`src/rtl/fpu_pkg.sv`:
```
// Shared constants for the FP multiply issue path: pipeline depth, tag width,
// requester ids and a handy 1.0f operand.
package fpu_pkg;

  localparam int          FMUL_STAGES = 3;
  localparam int          TAGW        = 5;
  localparam logic        SRC_INT     = 1'b0;
  localparam logic        SRC_DIV     = 1'b1;
  localparam logic [31:0] FP_ONE      = 32'h3f800000;

endpackage

```
`src/rtl/fmul_sched_rr_arb2.sv`:
```
// Two-way round-robin arbiter. The priority pointer moves to the losing side
// only when a grant is actually taken by the pipeline.
module rr_arb2 (
  input  logic       clk,
  input  logic       clrn,
  input  logic [1:0] req,
  input  logic       accept,
  output logic [1:0] gnt
);

  logic ptr_q;
  logic ptr_d;

  always_comb begin
    gnt = req;
    if (req == 2'b11) begin
      gnt = ptr_q ? 2'b10 : 2'b01;
    end
  end

  // Granting side 0 hands priority to side 1, and vice versa.
  always_comb begin
    ptr_d = ptr_q;
    if (accept && (gnt != 2'b00)) begin
      ptr_d = gnt[0];
    end
  end

  always_ff @(posedge clk or negedge clrn) begin
    if (!clrn) begin
      ptr_q <= 1'b0;
    end else begin
      ptr_q <= ptr_d;
    end
  end

endmodule

```
`src/rtl/fmul_sched.sv`:
```
// Issue scheduler for the shared pipelined FP multiplier: arbitration, operand
// register, per-stage valid/source/tag tracking and a single global stall.
module fmul_sched #(
  parameter int STAGES = fpu_pkg::FMUL_STAGES,
  parameter int TAGW   = fpu_pkg::TAGW
) (
  input  logic            clk,
  input  logic            clrn,
  input  logic            flush,
  input  logic            r0_valid,
  output logic            r0_ready,
  input  logic [31:0]     r0_a,
  input  logic [31:0]     r0_b,
  input  logic [TAGW-1:0] r0_tag,
  input  logic            r1_valid,
  output logic            r1_ready,
  input  logic [31:0]     r1_a,
  input  logic [31:0]     r1_b,
  input  logic [TAGW-1:0] r1_tag,
  output logic [31:0]     op_a,
  output logic [31:0]     op_b,
  output logic            adv,
  output logic            out_valid,
  input  logic            out_ready,
  output logic            out_src,
  output logic [TAGW-1:0] out_tag,
  output logic [1:0]      busy
);

  import fpu_pkg::*;

  logic [1:0]        req;
  logic [1:0]        gnt;
  logic              accept;
  logic              take;
  logic              win_src;
  logic [STAGES-1:0] v_q, v_d;
  logic [STAGES-1:0] src_q, src_d;
  logic [TAGW-1:0]   tag_q [STAGES];
  logic [TAGW-1:0]   tag_d [STAGES];
  logic [31:0]       op_a_q, op_a_d;
  logic [31:0]       op_b_q, op_b_d;
  logic [7:0]        busy_cnt;

  // The whole pipe advances together; only a held result in the last stage stalls it.
  assign adv     = ~v_q[STAGES-1] | out_ready;
  assign accept  = adv & ~flush;
  assign req     = {r1_valid, r0_valid};
  assign take    = accept & (|gnt);
  assign win_src = gnt[1] ? SRC_DIV : SRC_INT;

  rr_arb2 u_arb (
    .clk    (clk),
    .clrn   (clrn),
    .req    (req),
    .accept (accept),
    .gnt    (gnt)
  );

  assign r0_ready = gnt[0] & accept;
  assign r1_ready = gnt[1] & accept;

  assign v_d[0]   = flush ? 1'b0 : (adv ? take : v_q[0]);
  assign src_d[0] = take ? win_src : src_q[0];
  assign tag_d[0] = take ? (gnt[1] ? r1_tag : r0_tag) : tag_q[0];
  assign op_a_d   = take ? (gnt[1] ? r1_a : r0_a) : op_a_q;
  assign op_b_d   = take ? (gnt[1] ? r1_b : r0_b) : op_b_q;

  genvar gi;
  generate
    for (gi = 1; gi < STAGES; gi++) begin : g_stage
      assign v_d[gi]   = flush ? 1'b0 : (adv ? v_q[gi-1] : v_q[gi]);
      assign src_d[gi] = adv ? src_q[gi-1] : src_q[gi];
      assign tag_d[gi] = adv ? tag_q[gi-1] : tag_q[gi];
    end
  endgenerate

  always_ff @(posedge clk or negedge clrn) begin
    if (!clrn) begin
      v_q    <= '0;
      src_q  <= '0;
      op_a_q <= '0;
      op_b_q <= '0;
      for (int i = 0; i < STAGES; i++) begin
        tag_q[i] <= '0;
      end
    end else begin
      v_q    <= v_d;
      src_q  <= src_d;
      op_a_q <= op_a_d;
      op_b_q <= op_b_d;
      for (int i = 0; i < STAGES; i++) begin
        tag_q[i] <= tag_d[i];
      end
    end
  end

  always_comb begin
    busy_cnt = '0;
    for (int i = 0; i < STAGES; i++) begin
      busy_cnt = busy_cnt + {7'd0, v_q[i]};
    end
    busy = (busy_cnt > 8'd3) ? 2'd3 : busy_cnt[1:0];
  end

  assign op_a      = op_a_q;
  assign op_b      = op_b_q;
  assign out_valid = v_q[STAGES-1];
  assign out_src   = src_q[STAGES-1];
  assign out_tag   = tag_q[STAGES-1];

endmodule
```
`config.mk`:
```
export PLATFORM = sky130hd
export DESIGN_NAME = fmul_sched
export DESIGN_NICKNAME = d
export VERILOG_FILES = /design/src/rtl/fpu_pkg.sv /design/src/rtl/fmul_sched_rr_arb2.sv /design/src/rtl/fmul_sched.sv
export SDC_FILE = /design/constraint.sdc
export NUM_CORES = 1
export LEC_CHECK = 0
export CORE_UTILIZATION = 35
export CTS_CLUSTER_DIAMETER = 80
export DETAILED_ROUTE_END_ITERATION = 6
export GPL_ROUTABILITY_DRIVEN = 0
export PLACE_DENSITY = 0.81
export SYNTH_ARGS = -nofsm -noshare
export SYNTH_HDL_FRONTEND = slang
export SYNTH_SLANG_ARGS = --single-unit
```
`constraint.sdc`:
```
create_clock -name clk -period 1.7 [get_ports clk]
set_input_delay 0.255 -clock clk [delete_from_list [all_inputs] [get_ports clk]]
set_output_delay 0.255 -clock clk [all_outputs]
set_load 0.02 [all_outputs]
```
==> impl_metrics.ini, run 1 <==
[floorplanning]
io_pins = 220
core-area_sq_um = 11600
die_y_um = 112
die_area_sq_um = 12500
start_util_pct = 36.5
die_x_um = 112
rows = 39

[routing]
final_antenna_net_count = 0
via_count = 3939
met1Wirelength_mm = 5.40
wl_met3_mm = 1.06
wirelength_mm = 12.9
wl_per_cell_um = 17.3
drtPass1Iterations = 7
highest_layer = met4
drt_iter0_markers = 244
drc = 17
vias_per_cell = 5.30
wl_met2_mm = 6.19

[min_path]
holdCritPathClass = in -> async

[final_layout]
utilization_pct = 59.6
diodes = 0
fillers = 960
drive_above_1_share_pct = 7.50
area_growth_pct = 63.4
final_nets = 741

[global_route]
track_usage_pct = 21.0
grt_max_degree = 93
overflow = 0
grt_pass1_vias = 4125
grt_pass1_wl_mm = 21.0
antenna_found_initial = 0

[yosys]
avgSynthCellArea_sq_um = 10.8
ys.flop_type = dfrtp_1
synth_area_sq_um = 4220
synthDominantCellAreaShare_pct = 51.0
syn_nets = 536
synth_top_area_cell = dfrtp_1
yosysWarnings = 0
async_flop_share_pct = 100
yosys-top-cells-area = dfrtp_1 51%, o221a_1 18%, o31ai_1 12%
seq_area_frac_synth_pct = 51.0
synth.distinct_cells = 22
synth-seq-cells = 86
syn_inst = 391
yosys.cell_count.top_type = dfrtp_1
synth_edf_count = 0
ys_top_cells_by_count = 86 x dfrtp_1, 72 x inv_1, 70 x o31ai_1

[sta]
period_needed_ns = 1.83
tightest_slew_ns = 0.798
slew_headroom_pct = 46.8
setup_violations = 71
fin_skew_ns = 0.00598
fin_ws_ns = -0.127
hold_viol_final = 0
fmax_mhz = 547
rsz0062_at_grt = true
timing.final.crit_share_pct = 107
hold_ws_ns = 0.381
fin_setup_tns_ns = -7.27
slew_violations = 0

[setup_path]
worstPathCellList = nor2b_4 -> or4b_4 -> buf_4 -> buf_16 -> o221a_1
r2r-end = op_b[13]$_DFFE_PN0P_
cp.required_ns = 1.91
crit_family = simple AND/OR/NAND/NOR gates
critPathLaunchType = flip-flop
critical_path.endpoint_type = flip-flop
critPathKind = reg -> reg
cpMaxStageDelayCell = or4b_4
crit_path_max_incr_delay_ns = 0.54
reg2reg_slack_ns = -0.13
r2r_cells = 5
reg2reg_from = v_q[2]$_DFFE_PN0P_
critPathMaxFanout = 35
arrival_ns = 2.04
worstPathBufferInverterCount = 2

[clock_network]
cts-root-buf = clkbuf_16
cts.sinks = 86
htreeDepth = 3
cts_tree = done
insertion_delay_ns = 0.33
clock_path_buffers = 2
clk_pin_slew_ns = 0.06
cts_buffers = 9

[power_and_ir_drop]
power.share.clock_pct = 27.6
power.density_nw_per_um2 = 997
p_sw_mw = 2.04
leakage_nw = 3.04
switching_share_pct = 29.6
p_comb_share_pct = 34.3
internal_power_mw = 4.83
p_total_mw = 6.87
irDropWorstVdd_uv = 613
p_seq_share_pct = 38.1

[run_status]
status = finished, violations left
failed_checks = design-rule violations, negative setup slack

[placed_design]
dpl.hpwl_mm = 8.35
place_ws_ns = -0.771
port_buffers = 219

[flow_run]
maxCapViolCount = 0
[logic make-up after synthesis]
kind of cell,count (synthesis),share of synthesized area [%]
AND/OR/NAND/NOR,39,4.21
flip-flops,86,51.0
adder cells (fa/ha/maj),1,0.475
AO/OA/AOI/OAI,147,32.0
buffers and inverters,118,12.3
[cell usage in the layout, fill, tap and decap left out, types with 5 or more instances in the layout]
| cell | instances |
|---|---|
| o31ai_1 | 70 |
| clkbuf_16 | 9 |
| buf_4 | 13 |
| inv_1 | 71 |
| clkdlybuf4s50_1 | 212 |
| o21ai_0 | 5 |
| o221a_1 | 69 |
| nand2_1 | 29 |
| dfrtp_1 | 85 |
[state kept, by name, indices dropped and copies added, names as in the netlist]
name         count
op_a            32
out_tag          5
tag_q           10
u_arb.ptr_q      1
v_q              3
op_b            32
src_q            3
[per-layer routing]
metal	up-vias	GRT usage (%)
li1	1853	-
met1	1895	26.1
met2	175	35.7
met3	16	4.74
met4	0	7.57
met5	-	0
[cell type report]
| type | count | area (sq um) | area share, % |
|---|---|---|---|
| tap | 143 | 179 | 2.60 |
| multi-input combinational | 187 | 1560 | 22.6 |
| clock buffer | 15 | 288 | 4.18 |
| timing repair buffer | 239 | 2430 | 35.3 |
| inverter | 73 | 277 | 4.01 |
| sequential | 86 | 2150 | 31.3 |
[worst max-delay path by stage]
stage | from | to | slack, ns | cells past startpoint
after floorplan | v_q[2]$_DFFE_PN0P_ | op_a[0]$_DFFE_PN0P_ | -0.03 | 5
after global placement | out_ready | r1_ready | -0.76 | 5
after detailed placement | out_ready | r1_ready | -0.77 | 5
after CTS | v_q[2]$_DFFE_PN0P_ | r1_ready | -0.14 | 4
after global routing | v_q[2]$_DFFE_PN0P_ | op_b[1]$_DFFE_PN0P_ | -0.16 | 5
final | v_q[2]$_DFFE_PN0P_ | op_b[13]$_DFFE_PN0P_ | -0.13 | 5
[per-stage QoR]
stage | cell area (sq um) | std cells
2_1_floorplan | 4220 | 391
3_3_place_gp | 6530 | 725
3_5_place_dp | 6530 | 725
4_1_cts | 6880 | 743
5_1_grt | 6890 | 743
6_report | 6890 | 743
[power by group through the flow]
stage                     clock (mW)  sequential [mW]  combinational, mW
after floorplan                    0             2.98              0.805
after global placement             0             2.63               2.28
after detailed placement           0             2.65               2.33
after CTS                       1.95             2.62               2.37
after global routing            2.04             2.67               2.51
final                           1.89             2.62               2.35
[what timing repair did]
item,CTS,global route
buffers inserted,1,0
setup endpoints to repair,82,74
endpoints found under the hold margin,22,0
cloned,1,0
resized for setup,32,5
pin swaps,1,0
hold buffers,1,0
Note: power is estimated with default switching activity, not from simulation.
==> run 2, diff against run 1 <==
Settings changed: PLACE_DENSITY 0.81 to 0.74.
==> run 2 against run 1 <==
The run still ends with design-rule violations, negative setup slack left. Via count about the same. Combinational power about the same. Largest power group unchanged. Clock power decreased by 6%. Wire length increased by 2.5%. Setup slack got worse by 0.017 ns. Cell area about the same. Global-route usage increased by 0.54 points. Register-to-register slack got worse by 0.02 ns.
==> impl_metrics.ini, run 2 (synthesis gave the netlist of run 1 again) <==
[clock_network]
cts.sinks = 86
cts-root-buf = clkbuf_16
cts_tree = done
insertion_delay_ns = 0.34
clock_path_buffers = 2
clk_pin_slew_ns = 0.06
htreeDepth = 3
cts_buffers = 9

[final_layout]
area_growth_pct = 63.5
final_common_cell = clkdlybuf4s50_1
drive_above_1_share_pct = 8.13
final_area_sq_um = 6890
fillers = 981
final_nets = 744
final_cells = 746
diodes = 0
final_cell_mix = 211 x clkdlybuf4s50_1, 85 x dfrtp_1, 71 x inv_1, 70 x o31ai_1, 69 x o221a_1
utilization_pct = 59.6

[sta]
tightest_slew_ns = 0.819
period_needed_ns = 1.84
timing.final.crit_share_pct = 108
rsz0062_at_grt = true
hold_ws_ns = 0.418
slew_headroom_pct = 45.4
setup_violations = 71
fin_ws_ns = -0.144
slew_violations = 0
fin_skew_ns = 0.00627
hold_viol_final = 0
fmax_mhz = 542

[setup_path]
critical_path.endpoint_type = flip-flop
worstPathCellList = nor2b_4 -> or4b_4 -> buf_4 -> buf_16 -> o221a_1
cpMaxStageDelayCell = or4b_4
crit_family = simple AND/OR/NAND/NOR gates
critPathKind = reg -> reg
worstPathBufferInverterCount = 2
critPathMaxFanout = 35
path_depth = 5
crit_path_max_incr_delay_ns = 0.54
reg2reg_slack_ns = -0.14
cp.required_ns = 1.91
arrival_ns = 2.06
critPathLaunchType = flip-flop
r2r_cells = 5

[min_path]
holdCritPathClass = in -> async

[run_status]
failed_checks = design-rule violations, negative setup slack
status = finished, violations left

[power_and_ir_drop]
power.density_nw_per_um2 = 978
leakage_nw = 3.06
p_total_mw = 6.75
irDropWorstVdd_uv = 391

[placed_design]
placed_cell_area_sq_um = 6550
dpl.hpwl_mm = 8.54
dp.cells = 728
port_buffers = 219

[global_route]
grt_pass1_wl_mm = 21.3
antenna_found_initial = 0
grt_pass1_vias = 4176
track_usage_pct = 21.5
overflow = 0
grt_max_degree = 93

[routing]
final_antenna_net_count = 0
vias_per_cell = 5.28
wirelength_mm = 13.2
drt_iter0_markers = 249
via_count = 3940
drtPass1Iterations = 7
wl_per_cell_um = 17.7
drc = 15

[floorplanning]
core-area_sq_um = 11600
start_util_pct = 36.5
die_y_um = 112
io_pins = 220
die_x_um = 112
rows = 39
die_area_sq_um = 12500

[flow_run]
maxCapViolCount = 0
[run 2: worst register-to-register path: cells and delay by family, from the launching register on]
family	cells	cell delay [ns]
DFF	1	0.40
buffers and inverters	2	0.37
and+or+nand+nor	2	0.67
AOI/OAI and AO/OA	1	0.29
[run 2: per-stage QoR]
step | worst slack, ns | TNS [ns]
floorplan | -0.0252 | -1.03
global placement | -0.728 | -51.56
detailed placement | -0.720 | -52.97
CTS | -0.142 | -7.31
global route | -0.181 | -10.65
finish | -0.144 | -7.39
[run 2: final cells by class]
type,instances,area (sq um),area share [%]
Timing Repair Buffer,242,2460,35.7
Sequential cell,86,2150,31.2
Multi-Input combinational cell,187,1570,22.7
Inverter,73,277,4.01
Clock buffer,13,250,3.63
Tap cell,143,179,2.60
Clock inverter,2,10.0,0.145
[run 2: path summary, 6_finish.rpt]
kind                                 startpoint                      to
max                          v_q[2]$_DFFE_PN0P_    op_a[10]$_DFFE_PN0P_
min                                        clrn    op_b[25]$_DFFE_PN0P_
max reg2reg                  v_q[2]$_DFFE_PN0P_    op_a[10]$_DFFE_PN0P_
min reg2reg                tag_q[5]$_DFFE_PN0P_  out_tag[0]$_DFFE_PN0P_
max in group asynchronous                  clrn    op_a[22]$_DFFE_PN0P_
min in group clk           tag_q[5]$_DFFE_PN0P_  out_tag[0]$_DFFE_PN0P_
[run 2: routing by layer]
layer | GRT usage [%] | routed length, um
met2 | 35.6 | 6260
met5 | 0 | 0
met1 | 26.5 | 5660
met3 | 5.01 | 931
met4 | 10.4 | 334
[run 2: power breakdown]
group	total, mW	leakage (nW)	switching, mW	internal [mW]
clock network	1.77	0.129	0.750	1.02
logic	2.36	1.98	1.08	1.28
registers	2.62	0.950	0.201	2.42
[run 2: repair_timing]
action,CTS,global route
pin swaps,1,0
cloned,1,0
resized for setup,30,10
setup endpoints to repair,82,77
hold endpoints to repair,30,0
hold buffers,1,0
buffers inserted,1,0
